==> config.mk <==
export PLATFORM = sky130hd
export DESIGN_NAME = sliced_seq_adder
export DESIGN_NICKNAME = d
export VERILOG_FILES = /design/src/rtl/sliced_seq_adder.sv
export SDC_FILE = /design/constraint.sdc
export NUM_CORES = 1
export LEC_CHECK = 0
export ABC_AREA = 1
export BUFFER_PORTS_ARGS = -buffer_cell sky130_fd_sc_hd__buf_2
export CELL_PAD_IN_SITES_DETAIL_PLACEMENT = 1
export CELL_PAD_IN_SITES_GLOBAL_PLACEMENT = 2
export CORE_MARGIN = 3
export CORE_UTILIZATION = 30
export DETAILED_ROUTE_END_ITERATION = 16
export GPL_TIMING_DRIVEN = 0
export PLACE_DENSITY = 0.75
export SKIP_LAST_GASP = 1
export SYNTH_ARGS = -nofsm -noshare
export SYNTH_HDL_FRONTEND = slang
export SYNTH_SLANG_ARGS = --single-unit
==> constraint.sdc <==
create_clock -name clk -period 2.07 [get_ports clk]
set_input_delay 0 -clock clk [delete_from_list [all_inputs] [get_ports clk]]
set_output_delay 0 -clock clk [all_outputs]
set_load 0.05 [all_outputs]
==> src/rtl/sliced_seq_adder.sv <==
//==============================================================================
// Module      : sliced_seq_adder
// Description : Multi-cycle WIDTH-bit adder that adds SLICE bits per clock,
//               with valid/ready handshakes on the operand and result ports.
// Revision    : 1.0 - initial release
//==============================================================================
`default_nettype none

module sliced_seq_adder #(
    parameter int WIDTH = 16,
    parameter int SLICE = 4
) (
    input  logic             clk,
    input  logic             rst_n,
    input  logic             in_valid,
    output logic             in_ready,
    input  logic [WIDTH-1:0] a,
    input  logic [WIDTH-1:0] b,
    input  logic             cin,
    output logic             out_valid,
    input  logic             out_ready,
    output logic [WIDTH-1:0] sum,
    output logic             carry
);

    localparam int NSLICE = WIDTH / SLICE;
    localparam int IDX_W  = (NSLICE > 1) ? $clog2(NSLICE) : 1;
    localparam logic [IDX_W-1:0] c_last_idx = IDX_W'(NSLICE - 1);

    typedef enum logic [1:0] {
        S_IDLE = 2'd0,
        S_RUN  = 2'd1,
        S_DONE = 2'd2
    } state_t;

    state_t           r_state;
    logic [WIDTH-1:0] r_a;
    logic [WIDTH-1:0] r_b;
    logic [IDX_W-1:0] r_idx;
    logic             r_cy;

    logic [SLICE-1:0] w_a_slice;
    logic [SLICE-1:0] w_b_slice;
    logic [SLICE:0]   w_slice_sum;

    // One ripple-carry slice per cycle; the registered carry chains slices.
    assign w_a_slice   = r_a[r_idx*SLICE +: SLICE];
    assign w_b_slice   = r_b[r_idx*SLICE +: SLICE];
    assign w_slice_sum = {1'b0, w_a_slice} + {1'b0, w_b_slice} + {{SLICE{1'b0}}, r_cy};

    assign in_ready  = (r_state == S_IDLE);
    assign out_valid = (r_state == S_DONE);

    always_ff @(posedge clk or negedge rst_n) begin
        if (!rst_n) begin
            r_state <= S_IDLE;
            r_a     <= '0;
            r_b     <= '0;
            r_idx   <= '0;
            r_cy    <= 1'b0;
            sum     <= '0;
            carry   <= 1'b0;
        end else begin
            case (r_state)
                S_IDLE: begin
                    if (in_valid) begin
                        r_a     <= a;
                        r_b     <= b;
                        r_cy    <= cin;
                        r_idx   <= '0;
                        sum     <= '0;
                        r_state <= S_RUN;
                    end
                end
                S_RUN: begin
                    sum[r_idx*SLICE +: SLICE] <= w_slice_sum[SLICE-1:0];
                    r_cy <= w_slice_sum[SLICE];
                    if (r_idx == c_last_idx) begin
                        carry   <= w_slice_sum[SLICE];
                        r_state <= S_DONE;
                    end else begin
                        r_idx <= r_idx + 1'b1;
                    end
                end
                S_DONE: begin
                    if (out_ready) begin
                        r_state <= S_IDLE;
                    end
                end
                default: r_state <= S_IDLE;
            endcase
        end
    end

endmodule

`default_nettype wire
==> parameters.txt, run 1 <==
Parameter                              Value

Pwr
  Net switching power ... 0.00302 W
  Combinational share of power ... 61.8%
  Switching power share of the total ... 46.7%
  Worst VDD drop ... 0.694 mV
  Power density cells ... 1760 nW/um^2
  Internal ... 0.00344 W
  Clock power share ... 9.6%
  Lkg Pwr ... 1.72 nW
  PnR Total Power ... 0.00646 W
  Sequential share of power ... 28.6%

Timing
  Number of hold violations in the final report ... 0
  Setup violation total in the final timing report ... 10
  Slew HR ... 54.2%
  Achievable frequency ... 452 MHz
  Post-Route Skew ... 0.00726 ns
  Final min period ... 2.21 ns
  Setup ws final ... -0.140 ns
  Share of the clock period used by the worst path after layout ... 107%
  Worst hold-check slack ... 0.0536 ns
  Slew at the pin closest to its max-slew limit ... 0.687 ns
  Slew Viols, Final ... 0
  Unrepaired setup endpoints after global routing ... true

Worst setup path
  Crit-path cells ... buf_8 -> o21ai_2 -> o22ai_2 -> fa_2 -> inv_2 -> fa_2 -> nor2_1 -> nand2_1 -> o21ai_1
  Required time of the critical path ... 2.31 ns
  Startpoint type of the worst setup path ... flip-flop
  Start-to-end type of the worst setup path ... flip-flop to flip-flop
  Worst-case reg-to-reg path depth ... 9
  Arrival @ worst endpoint ... 2.45 ns
  Biggest cell delay along the critical path ... 0.49 ns
  Dominant delay contributor by cell family on the critical path ... adder cells
  Crit path top cell by count ... sky130_fd_sc_hd__fa_2
  Critical path buffer and inverter count ... 2
  Stages on worst setup path ... 9
  Worst-path cell with the longest stage delay ... sky130_fd_sc_hd__dfrtp_2
  Critical Path Fanout Max ... 5
  Kind of end point of the critical path ... flip-flop

Status
  Violated checks ... negative setup slack
  Status ... finished, violations left

Route
  Count of TritonRoute iterations in the first routing pass ... 4
  Drt total wl ... 6.74 mm
  Total DRC errors in the routed layout ... 0
  Detail-routed net length per standard cell ... 14.9 um
  Post-route antenna net violation count ... 0
  Routed vias/inst ... 4.74
  Via Count ... 2145
  First-iteration detailed-routing DRC count ... 38

CTS
  Clock latency at the later pin of the worst-skew pair ... 0.31 ns
  TritonCTS clock tree ... yes
  Number of buffers on the longest clock path ... 2
  H-tree level count ... 2
  Root buffer cell ... sky130_fd_sc_hd__clkbuf_8
  Number of CTS-inserted buffers ... 5
  Clock transition at the registers of the reported paths ... 0.10 ns
  Sinks on the clock net ... 54

Cells and area
  Number of standard cells in the layout, taps in and fillers out ... 453
  Storage element area ... 1350 um^2
  Core occupancy in the finished layout ... 46.1%
  Combined area of the multi-input logic cells ... 1180 um^2
  P&R area growth vs syn ... 44.7%
  Number of inserted diodes ... 0
  Count of fill cells added during filler insertion ... 888
  Fraction of final layout cells sized beyond drive strength 1 ... 33.6%
  Number of nets in the layout ... 396

Floorplan
  Full die area ... 9590 um^2
  Ports ... 56
  Count of standard-cell rows ... 32
  Initial core utilization ... 31.8%
  Die boundary height ... 97.9 um
  Core region area ... 7970 um^2
  X dimension of the die ... 97.9 um

Synthesis
  Synth Net Count ... 285
  Synthesized area per cell ... 10.6 um^2
  Number of distinct library cell variants in the gate-level netlist after synthesis ... 24
  Post-synthesis instance total ... 239
  Yosys warning count ... 0
  Synthesized flop and latch total ... 54
  Synthesized cell area ... 2540 um^2
  Sequential-to-total area share from yosys stat ... 53.3%

GRT
  Overall Global Routing Usage ... 14.7%
  Largest net degree at the start of global routing ... 55
  Antenna violations before repair ... 0
  Global-route congestion overflow total ... 0
  Via count of the first global-routing pass ... 2317
  Global-route wire length before repair ... 11.3 mm

Placed design
  Placer congestion estimate ... 0.807
  Port-buffer cells ... 55
  Number of cells after detailed placement ... 396
  Minimum setup slack after placement ... -0.423 ns
  Post-detailed-placement half-perimeter wirelength ... 4.63 mm

Hold path
  Hold-critical path depth ... 3
  Path class of the lowest-slack min-delay path ... input port to flip-flop

Flow run
  Number of max-cap violations ... 0
==> final timing paths <==
path | start | slack, ns | endpoint
min | cin | 0.05 | r_cy
min in group asynchronous | rst_n | 0.28 | r_state[1]
max reg2reg | r_idx[0] | -0.14 | sum[5]
max in group asynchronous | rst_n | 1.31 | r_idx[0]
min reg2reg | sum[15] | 0.49 | sum[15]
max | r_idx[0] | -0.14 | sum[5]
==> kinds of logic (layout without fill, tap and decap cells) <==
logic type | after synthesis | count (layout) | synth area share [%]
xor gates and xnor gates | 1 | 1 | 0.345
AOI/OAI and AO/OA | 45 | 45 | 9.92
and+or+nand+nor | 68 | 68 | 12.0
DFF | 54 | 54 | 53.3
adders and majority gates | 9 | 9 | 5.03
buffers and inverters | 29 | 141 | 4.78
muxes | 33 | 33 | 14.7
==> per-layer routing <==
| layer | GRT usage, % | wire [um] | vias up |
|---|---|---|---|
| li1 | - | - | 1037 |
| met1 | 19.8 | 3160 | 1060 |
| met2 | 24.9 | 3280 | 42 |
| met3 | 2.50 | 230 | 6 |
| met4 | 3.09 | 70 | 0 |
| met5 | 0 | 0 | - |
==> what timing repair did <==
item	4_1_cts	5_1_grt
hold endpoints to repair	83	0
gates cloned	0	0
setup buffers	13	2
pin swaps	16	8
hold buffers	34	0
endpoints found under the setup margin	14	14
resized for setup	26	11
==> cell usage in the layout (no fill, tap or decap), types with 2 or more instances in the layout <==
cell                            instances
sky130_fd_sc_hd__o22ai_1                4
sky130_fd_sc_hd__nand2_2                2
sky130_fd_sc_hd__inv_1                 15
sky130_fd_sc_hd__fa_2                   2
sky130_fd_sc_hd__clkbuf_8               8
sky130_fd_sc_hd__mux2_1                33
sky130_fd_sc_hd__nand4_1                5
sky130_fd_sc_hd__dfrtp_2                2
sky130_fd_sc_hd__nor2_1                11
sky130_fd_sc_hd__buf_2                 55
sky130_fd_sc_hd__a21oi_1                2
sky130_fd_sc_hd__nor2_2                 3
sky130_fd_sc_hd__o31ai_1                3
sky130_fd_sc_hd__o21ai_2                2
sky130_fd_sc_hd__dfrtp_1               52
sky130_fd_sc_hd__nand3_1                9
sky130_fd_sc_hd__buf_4                 18
sky130_fd_sc_hd__ha_1                   7
sky130_fd_sc_hd__o21ai_0                8
sky130_fd_sc_hd__o21ai_1               17
sky130_fd_sc_hd__inv_2                  5
sky130_fd_sc_hd__o21ai_4                2
sky130_fd_sc_hd__nor2_4                 5
sky130_fd_sc_hd__nand2_1               31
sky130_fd_sc_hd__dlygate4sd3_1         34
==> metrics by stage <==
| stage | cell area, um^2 | TNS, ns |
|---|---|---|
| 2_1_floorplan | 2600 | -0.0271 |
| 3_3_place_gp | 3000 | -3.24 |
| 3_5_place_dp | 3000 | -3.32 |
| 4_1_cts | 3620 | -0.794 |
| 5_1_grt | 3670 | -2.34 |
| 6_report | 3670 | -0.865 |
==> Yosys cell counts <==
cell type                  instances  share of area (%)
sky130_fd_sc_hd__nor2_4            2               0.89
sky130_fd_sc_hd__buf_4             3               0.89
sky130_fd_sc_hd__nand2_2           1               0.25
sky130_fd_sc_hd__o21ai_1           9                1.8
sky130_fd_sc_hd__nand2_1          32                4.7
sky130_fd_sc_hd__inv_1            17                2.5
sky130_fd_sc_hd__fa_1              2                1.6
sky130_fd_sc_hd__mux2_1           33                 15
sky130_fd_sc_hd__o21ai_0          20                3.9
sky130_fd_sc_hd__a31oi_1           1               0.25
sky130_fd_sc_hd__ha_1              7                3.5
sky130_fd_sc_hd__buf_2             1               0.20
sky130_fd_sc_hd__xor2_1            1               0.35
sky130_fd_sc_hd__nor3_2            1               0.39
sky130_fd_sc_hd__o31ai_1           4                1.2
sky130_fd_sc_hd__nand3_1          10                2.0
sky130_fd_sc_hd__inv_2             4               0.59
sky130_fd_sc_hd__nand4_1           5                1.2
sky130_fd_sc_hd__o22ai_1           6                1.5
sky130_fd_sc_hd__clkbuf_1          4               0.59
sky130_fd_sc_hd__nor2_1           17                2.5
sky130_fd_sc_hd__dfrtp_1          54                 53
sky130_fd_sc_hd__a21oi_1           3               0.59
sky130_fd_sc_hd__a32oi_1           2               0.69
==> power by group through the flow <==
stage / logic, W / registers, W / clock network, W
6_report: 0.00399 / 0.00185 / 0.000620
2_1_floorplan: 0.00196 / 0.00212 / 0
5_1_grt: 0.00442 / 0.00190 / 0.000682
4_1_cts: 0.00375 / 0.00184 / 0.000643
3_3_place_gp: 0.00308 / 0.00185 / 0
3_5_place_dp: 0.00312 / 0.00187 / 0
==> layout make-up <==
cell class	count	area share (%)
multi-input combinational	156	32.2
buffer	8	2.59
inverter	21	2.28
clock inverter	2	0.341
clock buffer	6	2.25
tap	102	3.48
timing repair buffer	104	20.0
sequential	54	36.9
==> worst min-delay path, cell delays in order <==
cell                      delay (ns)
sky130_fd_sc_hd__buf_2          0.08
sky130_fd_sc_hd__a31oi_1        0.10
sky130_fd_sc_hd__o21ai_1        0.14
==> state kept, by name, indices dropped and copies added, names as in the netlist <==
register / flops
carry: 1
r_a: 16
r_b: 16
r_cy: 1
r_idx: 2
r_state: 2
sum: 16
No activity file was read; power rests on OpenSTA's default activity.
==> run 2, diff against run 1 <==
- CORE_ASPECT_RATIO: default -> 2
- PLACE_DENSITY: 0.75 -> default
- PLACE_DENSITY_LB_ADDON: default -> 0.3
==> parameters.txt, run 2 (synthesis results as in run 1) <==
Parameter                              Value

Pwr
  Combinational share of power ... 61.6% (-0.2 points)
  Switching power share of the total ... 45.5% (-1.2 points)
  Worst VDD drop ... 0.796 mV (+15%)
  Lkg Pwr ... 1.77 nW (+2.6%)
  Power density cells ... 1860 nW/um^2 (+5.5%)
  Internal ... 0.00379 W (+10%)
  Sequential share of power ... 26.2% (-2.4 points)
  Net switching power ... 0.00317 W (+5.0%)
  Clock power share ... 12.2% (+2.6 points)

Worst setup path
  Critical Path Fanout Max ... 6 (+1)
  Crit-path cells ... clkinv_4 -> clkbuf_16 -> nor2_4 -> o22ai_4 -> fa_2 -> inv_2 -> fa_2 -> nor2_1 -> nand2_1 -> o21ai_1
  Arrival @ worst endpoint ... 2.45 ns (about the same)
  FF-to-FF Start ... r_idx[0]
  Worst-path cell with the longest stage delay ... sky130_fd_sc_hd__dfrtp_2
  Critical path buffer and inverter count ... 3 (+1)
  Dominant delay contributor by cell family on the critical path ... adder cells
  Launching element of the worst setup path ... r_idx[0]
  Biggest cell delay along the critical path ... 0.45 ns (-0.04 ns)
  Kind of end point of the critical path ... flip-flop
  Required time of the critical path ... 2.29 ns (-0.02 ns)
  Start-to-end type of the worst setup path ... flip-flop to flip-flop
  Startpoint type of the worst setup path ... flip-flop
  Crit path top cell by count ... sky130_fd_sc_hd__fa_2

Cells and area
  Combined area of the multi-input logic cells ... 1200 um^2 (+1.8%)
  Number of inserted diodes ... 0 (unchanged)
  Commonest non-fill, non-tap cell in the layout ... sky130_fd_sc_hd__buf_2
  Top library cells by usage in the layout, fill and taps aside ... sky130_fd_sc_hd__buf_2, sky130_fd_sc_hd__dfrtp_1, sky130_fd_sc_hd__dlygate4sd3_1, sky130_fd_sc_hd__mux2_1, sky130_fd_sc_hd__nand2_1
  Post-route design area ... 3750 um^2 (+2.1%)
  Storage element area ... 1350 um^2 (unchanged)
  Count of fill cells added during filler insertion ... 920 (+3.6%)
  Fraction of final layout cells sized beyond drive strength 1 ... 34.8% (+1.2 points)
  P&R area growth vs syn ... 47.8%
  Largest registers ... r_a x16, r_b x16, sum x16
  Number of nets in the layout ... 398 (+0.51%)

Timing
  Achievable frequency ... 449 MHz (-0.69%)
  Final min period ... 2.23 ns (+0.0154 ns)
  Share of the clock period used by the worst path after layout ... 108% (+0.75 points)
  Setup violation total in the final timing report ... 11 (+1)
  Slew Viols, Final ... 0 (unchanged)
  Worst hold-check slack ... 0.0499 ns (-0.00372 ns)
  Slew at the pin closest to its max-slew limit ... 0.709 ns (+0.0220 ns)
  Slew HR ... 52.7% (-1.5 points)
  Unrepaired setup endpoints after global routing ... true
  Number of hold violations in the final report ... 0 (unchanged)
  Setup ws final ... -0.156 ns (-0.0154 ns)
  Post-Route Skew ... 0.00460 ns (-0.00266 ns)

CTS
  Root buffer cell ... sky130_fd_sc_hd__clkbuf_16
  Clock transition at the registers of the reported paths ... 0.07 ns (-0.03 ns)
  Sinks on the clock net ... 54 (unchanged)
  TritonCTS clock tree ... yes
  H-tree level count ... 2 (unchanged)
  Clock latency at the later pin of the worst-skew pair ... 0.29 ns (-0.02 ns)
  Number of buffers on the longest clock path ... 2 (unchanged)
  Number of CTS-inserted buffers ... 5 (unchanged)

GRT
  Highest-utilization routing layer at the global route stage ... met2
  Global-route congestion overflow total ... 0 (unchanged)
  GRT met2 Usage ... 32.4% (+7.5 points)
  Met3 Resource Use GR ... 2.07% (-0.43 points)
  Overall Global Routing Usage ... 16.0% (+1.3 points)
  Via count of the first global-routing pass ... 2280 (-1.6%)
  Routing usage on met1 ... 15.9% (-3.9 points)
  Global-route wire length before repair ... 11.7 mm (+3.4%)
  Largest net degree at the start of global routing ... 55 (unchanged)
  Antenna violations before repair ... 0 (unchanged)

Placed design
  Port-buffer cells ... 55 (unchanged)
  Placer congestion estimate ... 0.830 (+2.9%)
  Instance area at placement ... 2990 um^2 (-0.25%)
  Post-detailed-placement half-perimeter wirelength ... 5.14 mm (+11%)

Status
  Violated checks ... negative setup slack
  Status ... finished, violations left

Route
  Detail-routed net length per standard cell ... 16.3 um (+9.9%)
  First-iteration detailed-routing DRC count ... 72 (+89%)
  Post-route antenna net violation count ... 0 (unchanged)
  Count of TritonRoute iterations in the first routing pass ... 4 (unchanged)
  Routed vias/inst ... 4.83 (+2.0%)
  Drt total wl ... 7.34 mm (+8.9%)
  Total DRC errors in the routed layout ... 0 (unchanged)
  Via Count ... 2168 (+1.1%)

Hold path
  Hold Path Origin ... cin
  Path class of the lowest-slack min-delay path ... input port to flip-flop

Floorplan
  Core region area ... 8060 um^2 (+1.1%)
  X dimension of the die ... 71.0 um (-27%)
  Initial core utilization ... 31.5% (-0.36 points)
  Die boundary height ... 136 um (+39%)
  Count of standard-cell rows ... 46 (+44%)
  Ports ... 56 (unchanged)
  Full die area ... 9660 um^2 (+0.70%)

Flow run
  Number of max-cap violations ... 0 (unchanged)
==> run 2: changes by cell type in the layout (fill, tap and decap cells not counted), moves of 3 or more <==
| cell | change |
|---|---|
| sky130_fd_sc_hd__clkbuf_8 | -4 |
| sky130_fd_sc_hd__clkbuf_16 | +5 |
| sky130_fd_sc_hd__nor2_1 | +3 |
| sky130_fd_sc_hd__o21ai_1 | -5 |
| sky130_fd_sc_hd__o21ai_2 | +4 |
==> run 2: power by group through the flow <==
| stage | sequential (W) | clock [W] | combinational, W |
|---|---|---|---|
| CTS | 0.00183 | 0.000878 | 0.00389 |
| global route | 0.00189 | 0.000917 | 0.00466 |
| detailed placement | 0.00186 | 0 | 0.00321 |
| global placement | 0.00186 | 0 | 0.00314 |
| floorplan | 0.00212 | 0 | 0.00196 |
| finish | 0.00182 | 0.000849 | 0.00428 |
==> run 2: cell type report <==
cell class	instances	share of cell area [%]
Sequential cell	54	36.1
Inverter	21	2.24
Clock buffer	7	3.81
Tap cell	96	3.21
Multi-Input combinational cell	156	32.1
Buffer	8	2.50
Clock inverter	1	0.134
Timing Repair Buffer	106	19.9
==> run 2: repair_timing <==
item                       4_1_cts  5_1_grt
cloned                           0        0
pin swaps                       14       12
hold endpoints to repair        33       54
resized for setup               25       15
hold buffers                    33        1
buffers inserted                12        5
setup endpoints to repair       15       17
==> run 2: routing by layer <==
| metal | part of all wire [%] | vias up |
|---|---|---|
| li1 | - | 1038 |
| met1 | 34 | 1074 |
| met2 | 61 | 42 |
| met3 | 3.1 | 14 |
| met4 | 2.0 | 0 |
| met5 | 0 | - |
==> run 2: worst paths after layout <==
| check | endpoint | cells past startpoint | slack [ns] |
|---|---|---|---|
| worst max register to register | sum[5] | 10 | -0.16 |
| min in group asynchronous | sum[8] | 2 | 0.29 |
| worst min-delay path | r_cy | 3 | 0.05 |
| worst min register to register | sum[4] | 2 | 0.48 |
| max in group asynchronous | r_idx[1] | 2 | 1.25 |
| worst max-delay path | sum[5] | 10 | -0.16 |
==> run 2: metrics by stage <==
| stage | TNS (ns) | total power, W | cells | utilization, % | setup WS, ns |
|---|---|---|---|---|---|
| 3_3_place_gp | -4.35 | 0.00499 | 390 | 37.1 | -0.568 |
| 6_report | -1.10 | 0.00696 | 449 | 46.5 | -0.156 |
| 5_1_grt | -2.44 | 0.00747 | 449 | 46.5 | -0.260 |
| 3_5_place_dp | -4.78 | 0.00508 | 390 | 37.1 | -0.624 |
| 4_1_cts | -1.35 | 0.00660 | 443 | 45.2 | -0.214 |
| 2_1_floorplan | -0.0271 | 0.00408 | 239 | - | -0.00888 |
==> run 2: tightest hold or removal path, stage by stage <==
cell,delay [ns]
sky130_fd_sc_hd__buf_2,0.08
sky130_fd_sc_hd__a31oi_1,0.09
sky130_fd_sc_hd__o21ai_1,0.13
==> run 3, diff against run 2 <==
==> constraint.sdc (replaced) <==
create_clock -name clk -period 2.07 [get_ports clk]
set_input_delay 0.5175 -clock clk [delete_from_list [all_inputs] [get_ports clk]]
set_output_delay 0.5175 -clock clk [all_outputs]
set_load 0.05 [all_outputs]
==> parameters.txt, run 3 (synthesis results as in run 1) <==
Parameter                              Value

Timing
  Setup violation total in the final timing report ... 11 (unchanged)
  Final min period ... 2.23 ns (+0.00799 ns)
  Number of hold violations in the final report ... 0 (unchanged)
  Post-Route Skew ... 0.00312 ns (-0.00148 ns)
  Achievable frequency ... 448 MHz (-0.36%)
  Worst hold-check slack ... 0.250 ns (+0.200 ns)
  Unrepaired setup endpoints after global routing ... true
  Slew HR ... 52.7% (-0.079 points)
  Slew Viols, Final ... 0 (unchanged)
  Setup ws final ... -0.164 ns (-0.00799 ns)
  Slew at the pin closest to its max-slew limit ... 0.710 ns (+0.00118 ns)
  Share of the clock period used by the worst path after layout ... 108% (+0.39 points)

Cells and area
  Number of standard cells in the layout, taps in and fillers out ... 415 (-7.6%)
  P&R area growth vs syn ... 34.4%
  Commonest non-fill, non-tap cell in the layout ... sky130_fd_sc_hd__buf_2
  Core occupancy in the finished layout ... 42.3% (-4.2 points)
  Fraction of final layout cells sized beyond drive strength 1 ... 38.6% (+3.7 points)
  Number of nets in the layout ... 364 (-8.5%)
  Count of fill cells added during filler insertion ... 936 (+1.7%)
  Number of inserted diodes ... 0 (unchanged)
  Top library cells by usage in the layout, fill and taps aside ... sky130_fd_sc_hd__buf_2, sky130_fd_sc_hd__dfrtp_1, sky130_fd_sc_hd__mux2_1, sky130_fd_sc_hd__nand2_1, sky130_fd_sc_hd__buf_4
  Largest registers ... r_a x16, r_b x16, sum x16

Pwr
  Lkg Pwr ... 1.62 nW (-8.0%)
  Combinational share of power ... 61.5% (about the same)
  Switching power share of the total ... 45.8% (+0.27 points)
  Internal ... 0.00375 W (-1.0%)
  Net switching power ... 0.00317 W (about the same)
  Clock power share ... 12.2% (about the same)
  Worst VDD drop ... 0.786 mV (-1.3%)
  Sequential share of power ... 26.3% (about the same)
  Power density cells ... 2030 nW/um^2 (+9.4%)

CTS
  TritonCTS clock tree ... yes
  Clock latency at the later pin of the worst-skew pair ... 0.29 ns (about the same)
  Number of CTS-inserted buffers ... 5 (unchanged)
  Hold-fix buffers, CTS ... 0 (-100%)
  Root buffer cell ... sky130_fd_sc_hd__clkbuf_16
  Number of buffers on the longest clock path ... 2 (unchanged)
  Clock transition at the registers of the reported paths ... 0.07 ns (about the same)
  H-tree level count ... 2 (unchanged)
  Sinks on the clock net ... 54 (unchanged)

GRT
  Antenna violations before repair ... 0 (unchanged)
  Largest net degree at the start of global routing ... 55 (unchanged)
  Global-route congestion overflow total ... 0 (unchanged)
  Global-route wire length before repair ... 11.0 mm (-5.9%)
  Via count of the first global-routing pass ... 2131 (-6.5%)
  Overall Global Routing Usage ... 15.0% (-0.93 points)

Hold path
  Path class of the lowest-slack min-delay path ... input port to async pin

Route
  Via Count ... 2041 (-5.9%)
  First-iteration detailed-routing DRC count ... 84 (+17%)
  Count of TritonRoute iterations in the first routing pass ... 4 (unchanged)
  Detail-routed net length per standard cell ... 16.9 um (+3.1%)
  Post-route antenna net violation count ... 0 (unchanged)
  Drt total wl ... 7.00 mm (-4.7%)
  Routed vias/inst ... 4.92 (+1.9%)
  Total DRC errors in the routed layout ... 0 (unchanged)

Placed design
  Port-buffer cells ... 55 (unchanged)
  Post-detailed-placement half-perimeter wirelength ... 5.14 mm (unchanged)
  Number of cells after detailed placement ... 390 (unchanged)
  Placer congestion estimate ... 0.830 (unchanged)

Floorplan
  Ports ... 56 (unchanged)
  Initial core utilization ... 31.5% (unchanged)
  X dimension of the die ... 71.0 um (unchanged)
  Core region area ... 8060 um^2 (unchanged)
  Full die area ... 9660 um^2 (unchanged)
  Die boundary height ... 136 um (unchanged)
  Count of standard-cell rows ... 46 (unchanged)

Worst setup path
  Critical Path Fanout Max ... 6 (unchanged)
  Arrival @ worst endpoint ... 2.45 ns (about the same)
  Required time of the critical path ... 2.29 ns (about the same)
  Startpoint type of the worst setup path ... flip-flop
  Start-to-end type of the worst setup path ... flip-flop to flip-flop
  Kind of end point of the critical path ... flip-flop

Flow run
  Number of max-cap violations ... 0 (unchanged)

Status
  Violated checks ... negative setup slack
  Status ... finished, violations left
[run 3: path summary, 6_finish.rpt]
| check | from | to | slack, ns | depth (start not counted) |
|---|---|---|---|---|
| max | r_idx[0] | sum[5] | -0.16 | 10 |
| min | rst_n | sum[8] | 0.25 | 1 |
| max reg2reg | r_idx[0] | sum[5] | -0.16 | 10 |
| min reg2reg | sum[4] | sum[4] | 0.48 | 2 |
| max in group asynchronous | rst_n | r_idx[0] | 1.30 | 1 |
| min in group clk | out_ready | r_state[1] | 0.42 | 2 |
[run 3: through the flow]
step	setup TNS [ns]	total power [W]	setup slack, ns	area [um^2]
after global routing	-2.44	0.00742	-0.260	3410
after CTS	-1.35	0.00656	-0.214	3320
after floorplan	-0.0271	0.00408	-0.00888	2600
after global placement	-4.35	0.00499	-0.568	2990
final	-1.19	0.00692	-0.164	3410
after detailed placement	-4.78	0.00508	-0.624	2990
[run 3: worst max-delay path, stage by stage (launching register included)]
cell                        delay (ns)
sky130_fd_sc_hd__dfrtp_2          0.45
sky130_fd_sc_hd__clkinv_4         0.11
sky130_fd_sc_hd__clkbuf_16        0.17
sky130_fd_sc_hd__nor2_4           0.10
sky130_fd_sc_hd__o22ai_4          0.10
sky130_fd_sc_hd__fa_2             0.38
sky130_fd_sc_hd__inv_2            0.06
sky130_fd_sc_hd__fa_2             0.44
sky130_fd_sc_hd__nor2_1           0.11
sky130_fd_sc_hd__nand2_1          0.10
sky130_fd_sc_hd__o21ai_1          0.13
[run 3: per-layer routing]
| metal | vias to the layer above | global-route usage [%] | share of wire, % |
|---|---|---|---|
| met1 | 1018 | 14.9 | 34 |
| met3 | 12 | 2.07 | 3.4 |
| met2 | 40 | 30.6 | 61 |
| met4 | 0 | 5.02 | 1.8 |
| li1 | 971 | - | - |
| met5 | - | 0 | 0 |
[run 3: final cells by class]
cell class              count  area (um^2)  share of cell area, %
clock inverters             1         5.00                  0.147
repair buffers             72          407                   11.9
well taps                  96          120                   3.52
multi-input cells         156         1200                   35.2
inverters                  21         83.8                   2.46
clock buffers               7          143                   4.19
plain buffers               8         95.1                   2.79
flip-flops and latches     54         1350                   39.7
[run 3: power groups by stage]
| stage | Clock, W | Combinational, W | Sequential [W] |
|---|---|---|---|
| after floorplan | 0 | 0.00196 | 0.00212 |
| after CTS | 0.000878 | 0.00384 | 0.00183 |
| after detailed placement | 0 | 0.00321 | 0.00186 |
| after global placement | 0 | 0.00314 | 0.00186 |
| after global routing | 0.000917 | 0.00461 | 0.00189 |
| final | 0.000846 | 0.00425 | 0.00182 |
[run 3: what timing repair did]
item / CTS / global route
endpoints found under the setup margin: 15 / 17
pin swaps: 14 / 12
setup buffers: 12 / 5
resized for setup: 25 / 16
